$ cat src/rtl/event_timestamper_fifo.sv
// Per-ID start/end latency timestamper with a FIFO_DEPTH-deep record queue and orphan-end flagging.
// Optional timeout sweep enabled by defining EVT_TS_TIMEOUT_EN.
module event_timestamper_fifo #(
  parameter int unsigned ID_W       = 4,
  parameter int unsigned TS_W       = 64,
  parameter int unsigned FIFO_DEPTH = 4,
  parameter int unsigned TO_W       = 16
) (
  input  logic              clk,
  input  logic              rst_n,
  input  logic              start_valid,
  output logic              start_ready,
  input  logic [ID_W-1:0]   start_id,
  input  logic              end_valid,
  output logic              end_ready,
  input  logic [ID_W-1:0]   end_id,
  output logic              out_valid,
  input  logic              out_ready,
  output logic [ID_W-1:0]   out_id,
  output logic [TS_W-1:0]   out_start_ts,
  output logic [TS_W-1:0]   out_end_ts,
  output logic [TS_W-1:0]   out_delta,
  output logic              out_orphan,
  output logic              out_timeout
`ifdef EVT_TS_TIMEOUT_EN
  ,
  input  logic [TO_W-1:0]   timeout_cycles
`endif
);

  localparam int unsigned NUM_IDS = 1 << ID_W;
  localparam int unsigned PTR_W   = $clog2(FIFO_DEPTH);
  localparam int unsigned CNT_W   = PTR_W + 1;

  typedef struct packed {
    logic [ID_W-1:0] id;
    logic [TS_W-1:0] start_ts;
    logic [TS_W-1:0] end_ts;
    logic [TS_W-1:0] delta;
    logic            orphan;
    logic            timeout;
  } rec_t;

  logic [TS_W-1:0]    cnt;
  logic [NUM_IDS-1:0] active, active_d;
  logic [TS_W-1:0]    start_mem [NUM_IDS];
  rec_t               stage, stage_d, head, head_d;
  logic               stage_valid, stage_valid_d;
  rec_t               fifo_mem [FIFO_DEPTH];
  logic [PTR_W-1:0]   rd_ptr, wr_ptr, rd_next;
  logic [CNT_W-1:0]   fifo_count, count_after_pop, count_next;
  logic               space, end_fire, start_fire, push, pop;
  logic               sweep_fire;

  // Credit covers both the stage register and every queued record, including the output head.
  assign space       = (32'(fifo_count) + 32'(stage_valid)) < FIFO_DEPTH;
  assign end_ready   = space;
  assign end_fire    = end_valid && space;
  assign start_ready = !active[start_id] || (end_fire && (end_id == start_id));
  assign start_fire  = start_valid && start_ready;

`ifdef EVT_TS_TIMEOUT_EN
  logic [ID_W-1:0] sweep_ptr;
  logic [TS_W-1:0] elapsed;
  logic            sweep_hit;

  assign elapsed    = cnt - start_mem[sweep_ptr];
  assign sweep_hit  = active[sweep_ptr] && (timeout_cycles != '0) &&
                      (elapsed >= TS_W'(timeout_cycles));
  assign sweep_fire = sweep_hit && space && !end_fire &&
                      !(start_fire && (start_id == sweep_ptr));

  // A blocked hit parks the pointer so the expired ID is retried next cycle.
  always_ff @(posedge clk or negedge rst_n) begin
    if (!rst_n)                       sweep_ptr <= '0;
    else if (!sweep_hit || sweep_fire) sweep_ptr <= sweep_ptr + ID_W'(1);
  end
`else
  assign sweep_fire = 1'b0;
`endif

  // Next stage record and scoreboard update; end path outranks the sweep, start wins over clear.
  always_comb begin
    stage_d       = stage;
    stage_valid_d = 1'b0;
    active_d      = active;
    if (end_fire) begin
      stage_valid_d    = 1'b1;
      stage_d.id       = end_id;
      stage_d.orphan   = !active[end_id];
      stage_d.start_ts = active[end_id] ? start_mem[end_id] : '0;
      stage_d.end_ts   = cnt;
      stage_d.delta    = active[end_id] ? (cnt - start_mem[end_id]) : '0;
      stage_d.timeout  = 1'b0;
      active_d[end_id] = 1'b0;
    end
`ifdef EVT_TS_TIMEOUT_EN
    else if (sweep_fire) begin
      stage_valid_d       = 1'b1;
      stage_d.id          = sweep_ptr;
      stage_d.orphan      = 1'b0;
      stage_d.start_ts    = start_mem[sweep_ptr];
      stage_d.end_ts      = cnt;
      stage_d.delta       = elapsed;
      stage_d.timeout     = 1'b1;
      active_d[sweep_ptr] = 1'b0;
    end
`endif
    if (start_fire) active_d[start_id] = 1'b1;
  end

  // FIFO bookkeeping; the output register always mirrors the entry at the read pointer.
  always_comb begin
    pop             = out_valid && out_ready;
    push            = stage_valid;
    count_after_pop = fifo_count - CNT_W'(pop);
    count_next      = count_after_pop + CNT_W'(push);
    rd_next         = rd_ptr + PTR_W'(pop);
    head_d          = (count_after_pop == '0) ? stage : fifo_mem[rd_next];
  end

  always_ff @(posedge clk or negedge rst_n) begin
    if (!rst_n) begin
      cnt         <= '0;
      active      <= '0;
      stage       <= '0;
      stage_valid <= 1'b0;
      rd_ptr      <= '0;
      wr_ptr      <= '0;
      fifo_count  <= '0;
      head        <= '0;
      out_valid   <= 1'b0;
    end else begin
      cnt         <= cnt + TS_W'(1);
      active      <= active_d;
      stage       <= stage_d;
      stage_valid <= stage_valid_d;
      rd_ptr      <= rd_next;
      wr_ptr      <= wr_ptr + PTR_W'(push);
      fifo_count  <= count_next;
      out_valid   <= (count_next != '0);
      if (count_next != '0) head <= head_d;
    end
  end

  always_ff @(posedge clk) begin
    if (start_fire) start_mem[start_id] <= cnt;
    if (push)       fifo_mem[wr_ptr]    <= stage;
  end

  assign out_id       = head.id;
  assign out_start_ts = head.start_ts;
  assign out_end_ts   = head.end_ts;
  assign out_delta    = head.delta;
  assign out_orphan   = head.orphan;
  assign out_timeout  = head.timeout;

endmodule
$ cat config.mk
export PLATFORM = sky130hd
export DESIGN_NAME = event_timestamper_fifo
export DESIGN_NICKNAME = d
export VERILOG_FILES = /design/src/rtl/event_timestamper_fifo.sv
export SDC_FILE = /design/constraint.sdc
export NUM_CORES = 2
export LEC_CHECK = 0
export ABC_AREA = 1
export CAP_MARGIN = 5
export CORE_MARGIN = 4
export CORE_UTILIZATION = 48
export CTS_BUF_LIST = sky130_fd_sc_hd__clkbuf_4
export DETAILED_ROUTE_END_ITERATION = 6
export HOLD_SLACK_MARGIN = 0.06
export PLACE_DENSITY = 0.65
export SLEW_MARGIN = 20
export SYNTH_ARGS = -nofsm -noshare
export SYNTH_HDL_FRONTEND = slang
export SYNTH_SLANG_ARGS = --single-unit
$ cat constraint.sdc
create_clock -name clk -period 38.5 [get_ports clk]
set_input_delay 3.85 -clock clk [delete_from_list [all_inputs] [get_ports clk]]
set_output_delay 3.85 -clock clk [all_outputs]
set_load 0.02 [all_outputs]
* Word level (Yosys, flattened, before mapping)
Memory sizes are Yosys's and may differ from the RTL's.
Cells that the tools add are included.
** Cells by class
- $lt $le $gt $ge :: 5
- Bitwise gates (word level) :: 3
- Add/sub/neg operators :: 7
- Reductions and logical operators :: 11
- Muxes and demuxes :: 18
- Equality and inequality tests :: 1
** Operator list (number)
- 198-bit 2-to-1 mux :: 1
- 64-bit 2-to-1 mux :: 2
- 64-bit by 1-bit adder with 64-bit output, second input constant :: 1
- 64-bit subtractor :: 1
- 16-bit 2-to-1 mux :: 2
- 16-bit AND :: 1
- 16-bit NOT :: 1
- 16-bit bitwise OR :: 1
- 4-bit by 5-bit < comparator with 1-bit output, second input constant :: 2
- 1-bit 2-to-1 mux :: 9
- 1-bit binary-select mux with 4-bit select :: 2
- 1-bit demux with 4-bit select :: 2
- 4-bit by 1-bit greater-or-equal comparator with 1-bit output, second input constant :: 2
- 1-bit logical AND :: 6
- 2-bit by 1-bit adder with 2-bit output :: 2
- 3-bit by 1-bit adder with 4-bit output :: 1
- 4-bit equality test :: 1
- 4-bit by 3-bit < comparator with 1-bit output, second input constant :: 1
- 3-bit by 1-bit adder with 3-bit output :: 1
- 3-bit logical NOT :: 1
- 3-bit nonzero test :: 1
- 3-bit by 1-bit subtractor with 3-bit output :: 1
- 1-bit logical NOT :: 2
- 1-bit logical OR :: 1
** Word-level totals
- Output and inout port bits :: 201
- Memories kept :: 2
- Register bits after elaboration :: 484
- Bits of input ports :: 13
- RAM bits :: 1812
** Memory list
- start_mem :: words 16, bits a word 64, read ports 1, clocked after memory_dff 0, wr ports 1, RTL line 46 : logic [TS_W-1:0] start_mem [NUM_IDS];
- fifo_mem :: words 4, bits a word 197, read ports 1, clocked after memory_dff 0, wr ports 1, RTL line 49 : rec_t fifo_mem [FIFO_DEPTH];

* Logic depth before layout (Yosys ltp)
- Depth in word-level cells :: 9
- Mapped depth :: 27
- Mapped depth without buffers :: 24

* Least setup slack after synthesis
Ideal clock, no wire load.
- Path kind :: register -> register
- Start point :: reg stage_valid, in the netlist push
- End point :: mem fifo_mem[1][0] (netlist name) (enable)
- Data required time :: 37.503 ns
- Slack :: 23.730 ns
- Path buffers :: 0
- Arrival :: 13.773 ns
- Stages on the path, launching flop included :: 3
- Cell sequence :: dfrtp_1 -> inv_1 -> nor3_1
** On the way
- Longest elaborated chain between the ends :: 2
** RTL lines
- from (decl) :: RTL line 48 : logic stage_valid, stage_valid_d;
- from (signal assigned) :: RTL line 137 : stage_valid <= stage_valid_d;
- 1-bit 2-to-1 mux :: RTL line 148 : if (push) fifo_mem[wr_ptr] <= stage;
- 1-bit 2-to-1 mux (implied by the code) :: RTL line 148
- to (decl) :: RTL line 49
No other way between the ends.

* Final worst setup path
- Start point :: in end_valid
- End point :: out start_ready
** On the way
- Longest elaborated chain between the ends :: 3
** RTL lines
- from (decl) :: RTL line 14 : input logic end_valid,
- 1-bit logical AND :: RTL line 58 : assign end_fire = end_valid && space;
- 1-bit logical AND :: RTL line 59 : assign start_ready = !active[start_id] || (end_fire && (end_id == start_id));
- 1-bit logical OR :: RTL line 59
- to (decl) :: RTL line 12 : output logic start_ready,
No other way between the ends.

==> impl_metrics.ini <==
[route]
ant_nets = 0
detail_route.wirelength_um = 276000
drtIter0Drc = 6847
dr.pass1.iters = 6
drc = 0
viasPerCell = 5.67
wl_per_cell_um = 24.3
vias = 64400

[placed_design]
portBuffers = 212
globalplace.congestion = 0.963
place_area_sq_um = 99200
dp_hpwl_um = 165000
dp_cells = 10300

[yosys]
syn_area_sq_um = 94400
async_flop_share = 0.210
postSynthCellCount = 7758
synth-simple-area-share = 0.119
ys_types = 47
synth-xor-area-share = 0.00787
synthMuxAreaShare = 0.00816
synth_edf_count = 1812
ys_warn_count = 0
syn_nets = 7857
postSynthAreaPerCell_sq_um = 12.2
ys_ff_latch = 2295
synth_top_family_by_area = simple AND/OR/NAND/NOR gates
synth.yosys.seq_area_share = 0.704
ys.flop_type = edfxtp_1
synthAdderAreaFrac = 0.0115
synth_compound_area_frac = 0.111

[critical_path]
reg2reg_depth = 10
cp_max_fo = 17
critical_path.startpoint_type = primary input
cp-end-kind = primary output
r2r-end = out_start_ts[43]
r2r_start = out_valid
worstPathRequired_ns = 34.65
worstSetupPathType = primary input to primary output
arrival_ns = 6.24
reg2reg_slack_ns = 34.00

[cts]
cts_tree = yes
cts_hold_buf = 0
clkTransAtPathRegs_ns = 0.06
cts_buffer_depth = 4
insertion_delay_ns = 1.38
htreeDepth = 6
cts_num_sinks = 2295
cts_setup_buffers = 0
ctsResizeCount = 0
root_buffer = clkbuf_4
cts_made_buffers = 593

[floorplan]
die_w_um = 452
start_util = 0.484
die_h_um = 452
die_area_sq_um = 204000
core_sq_um = 195000
io_pins = 214
rows = 162

[layout]
layout.nets = 8389
final_cell_mix = edfxtp_1, nand2_1, clkbuf_4
fin_util = 0.548
drive_above_1_share = 0.152
layout_commonest_cell = edfxtp_1
layout.cells.non_filler = 11400
fin_area_sq_um = 107000
area_growth_pct = 13.3

[min_path]
hold_end = cnt[51]
min_path_cells = 1
hold_start = cnt[51]
worst_hold_path_type = flip-flop to flip-flop

[outcome]
status = completed

[global_routing]
first_global_vias = 62900
grtUsageTotal = 0.266
antenna_found_initial = 15
grt_pass1_wl_um = 406000
grt-ovfl-total = 0
grt_max_degree = 183

[sta]
slew_headroom = 0.221
setup_tns_ns = 0
finalMaxSlewViolations = 0
worst_pin_slew_ns = 1.17
max_freq_mhz = 99.1
period_needed_ns = 10.09
rsz0062_at_grt = false
hold_viol_final = 0
min_period_over_period = 0.262
skew_ns = 0.103
finalSetupViolations = 0

[pwr]
leakagePower_uw = 0.0433
ir_drop_mv = 0.0838
p_per_area_nw_per_um2 = 69.2
total_power_uw = 7400

[flow_run]
maxCapViolCount = 0
-- flip-flops by register name, indices dropped and copies added (netlist names) --
name	count
fifo_mem	788
push	1
rd_ptr	2
out_valid	1
stage	197
wr_ptr	2
active	16
cnt	64
out_orphan	1
out_end_ts	64
out_id	4
out_delta	64
start_mem	1024
out_start_ts	64
fifo_count	3
-- cell usage after synthesis, types with 7 or more instances --
cell      count  area, sq um
nor3_1       54          270
o31ai_1     166         1250
nor4_1       13         81.3
ha_1         85         1060
a21o_1       26          195
o21ai_0     297         1490
edfxtp_1   1812        54400
nand3_1     170          851
clkbuf_1    217          815
o311a_1      31          310
or2_2       198         1240
nand4_1      26          163
a21oi_1     204         1020
nor2_1      731         2740
mux2i_1      77          771
nand3b_1      7         52.6
buf_1        28          105
dfrtp_1     483        12100
buf_2       136          681
xnor2_1      32          280
buf_4        17          128
o22ai_1      40          250
xor2_1       51          447
nand2_1    1511         5670
inv_1       506         1900
o211ai_1    193         1450
a22oi_1     504         3780
a22o_1       26          228
o21ai_1      84          420
-- worst max path at each step --
stage	start	end	slack [ns]	cells after the start
floorplan	push	fifo_mem[1][0]	23.73	2
CTS	end_valid	start_ready	28.39	7
detailed placement	end_valid	start_ready	28.40	7
global route	start_id[0]	start_ready	28.28	8
global placement	start_id[0]	start_ready	28.35	8
finish	end_valid	start_ready	28.41	7
-- final cells by class --
class / count / area [sq um]
antenna: 6 / 15.0
multi-input combinational: 4550 / 24300
fill: 16500 / 88300
sequential: 2295 / 66500
clock buffer: 918 / 6890
inverter: 513 / 1970
clock inverter: 123 / 801
timing repair buffer: 337 / 3140
tap: 2624 / 3280
-- where the power goes --
group	internal, uW	switching (uW)	leakage, uW
combinational	701	1350	0.0136
clock	1160	971	0.00463
sequential	3030	179	0.0251
total	4900	2500	0.0433
-- kinds of logic after synthesis --
logic type,after synthesis
other cells,1
flops,2295
simple gates,2724
compound gates,1578
buf+inv,913
mux,77
xor+xnor,84
fa+ha+maj,86
-- layer usage --
layer / share of wire / wire [um] / global-route usage / up-vias
li1: - / - / - / 29100
met1: 0.41 / 113000 / 0.363 / 31700
met2: 0.47 / 128000 / 0.419 / 2987
met3: 0.089 / 24600 / 0.0582 / 579
met4: 0.034 / 9320 / 0.103 / 10
met5: 0.00023 / 64 / 0 / -
-- worst max-delay path, cell delays in order --
cell	delay, ns
clkdlybuf4s50_1	0.47
inv_1	0.07
nor2_4	0.48
nand4_1	0.19
nand3_1	0.13
nand3b_2	0.33
clkdlybuf4s50_1	0.68
-- stage by stage --
stage | setup slack (ns) | hold slack (ns)
2_1_floorplan | 23.73 | 0.450
3_3_place_gp | 28.35 | 0.457
3_5_place_dp | 28.40 | 0.461
4_1_cts | 28.39 | 0.472
5_1_grt | 28.28 | 0.480
6_report | 28.41 | 0.473
Note: power is estimated with default switching activity, not from simulation.
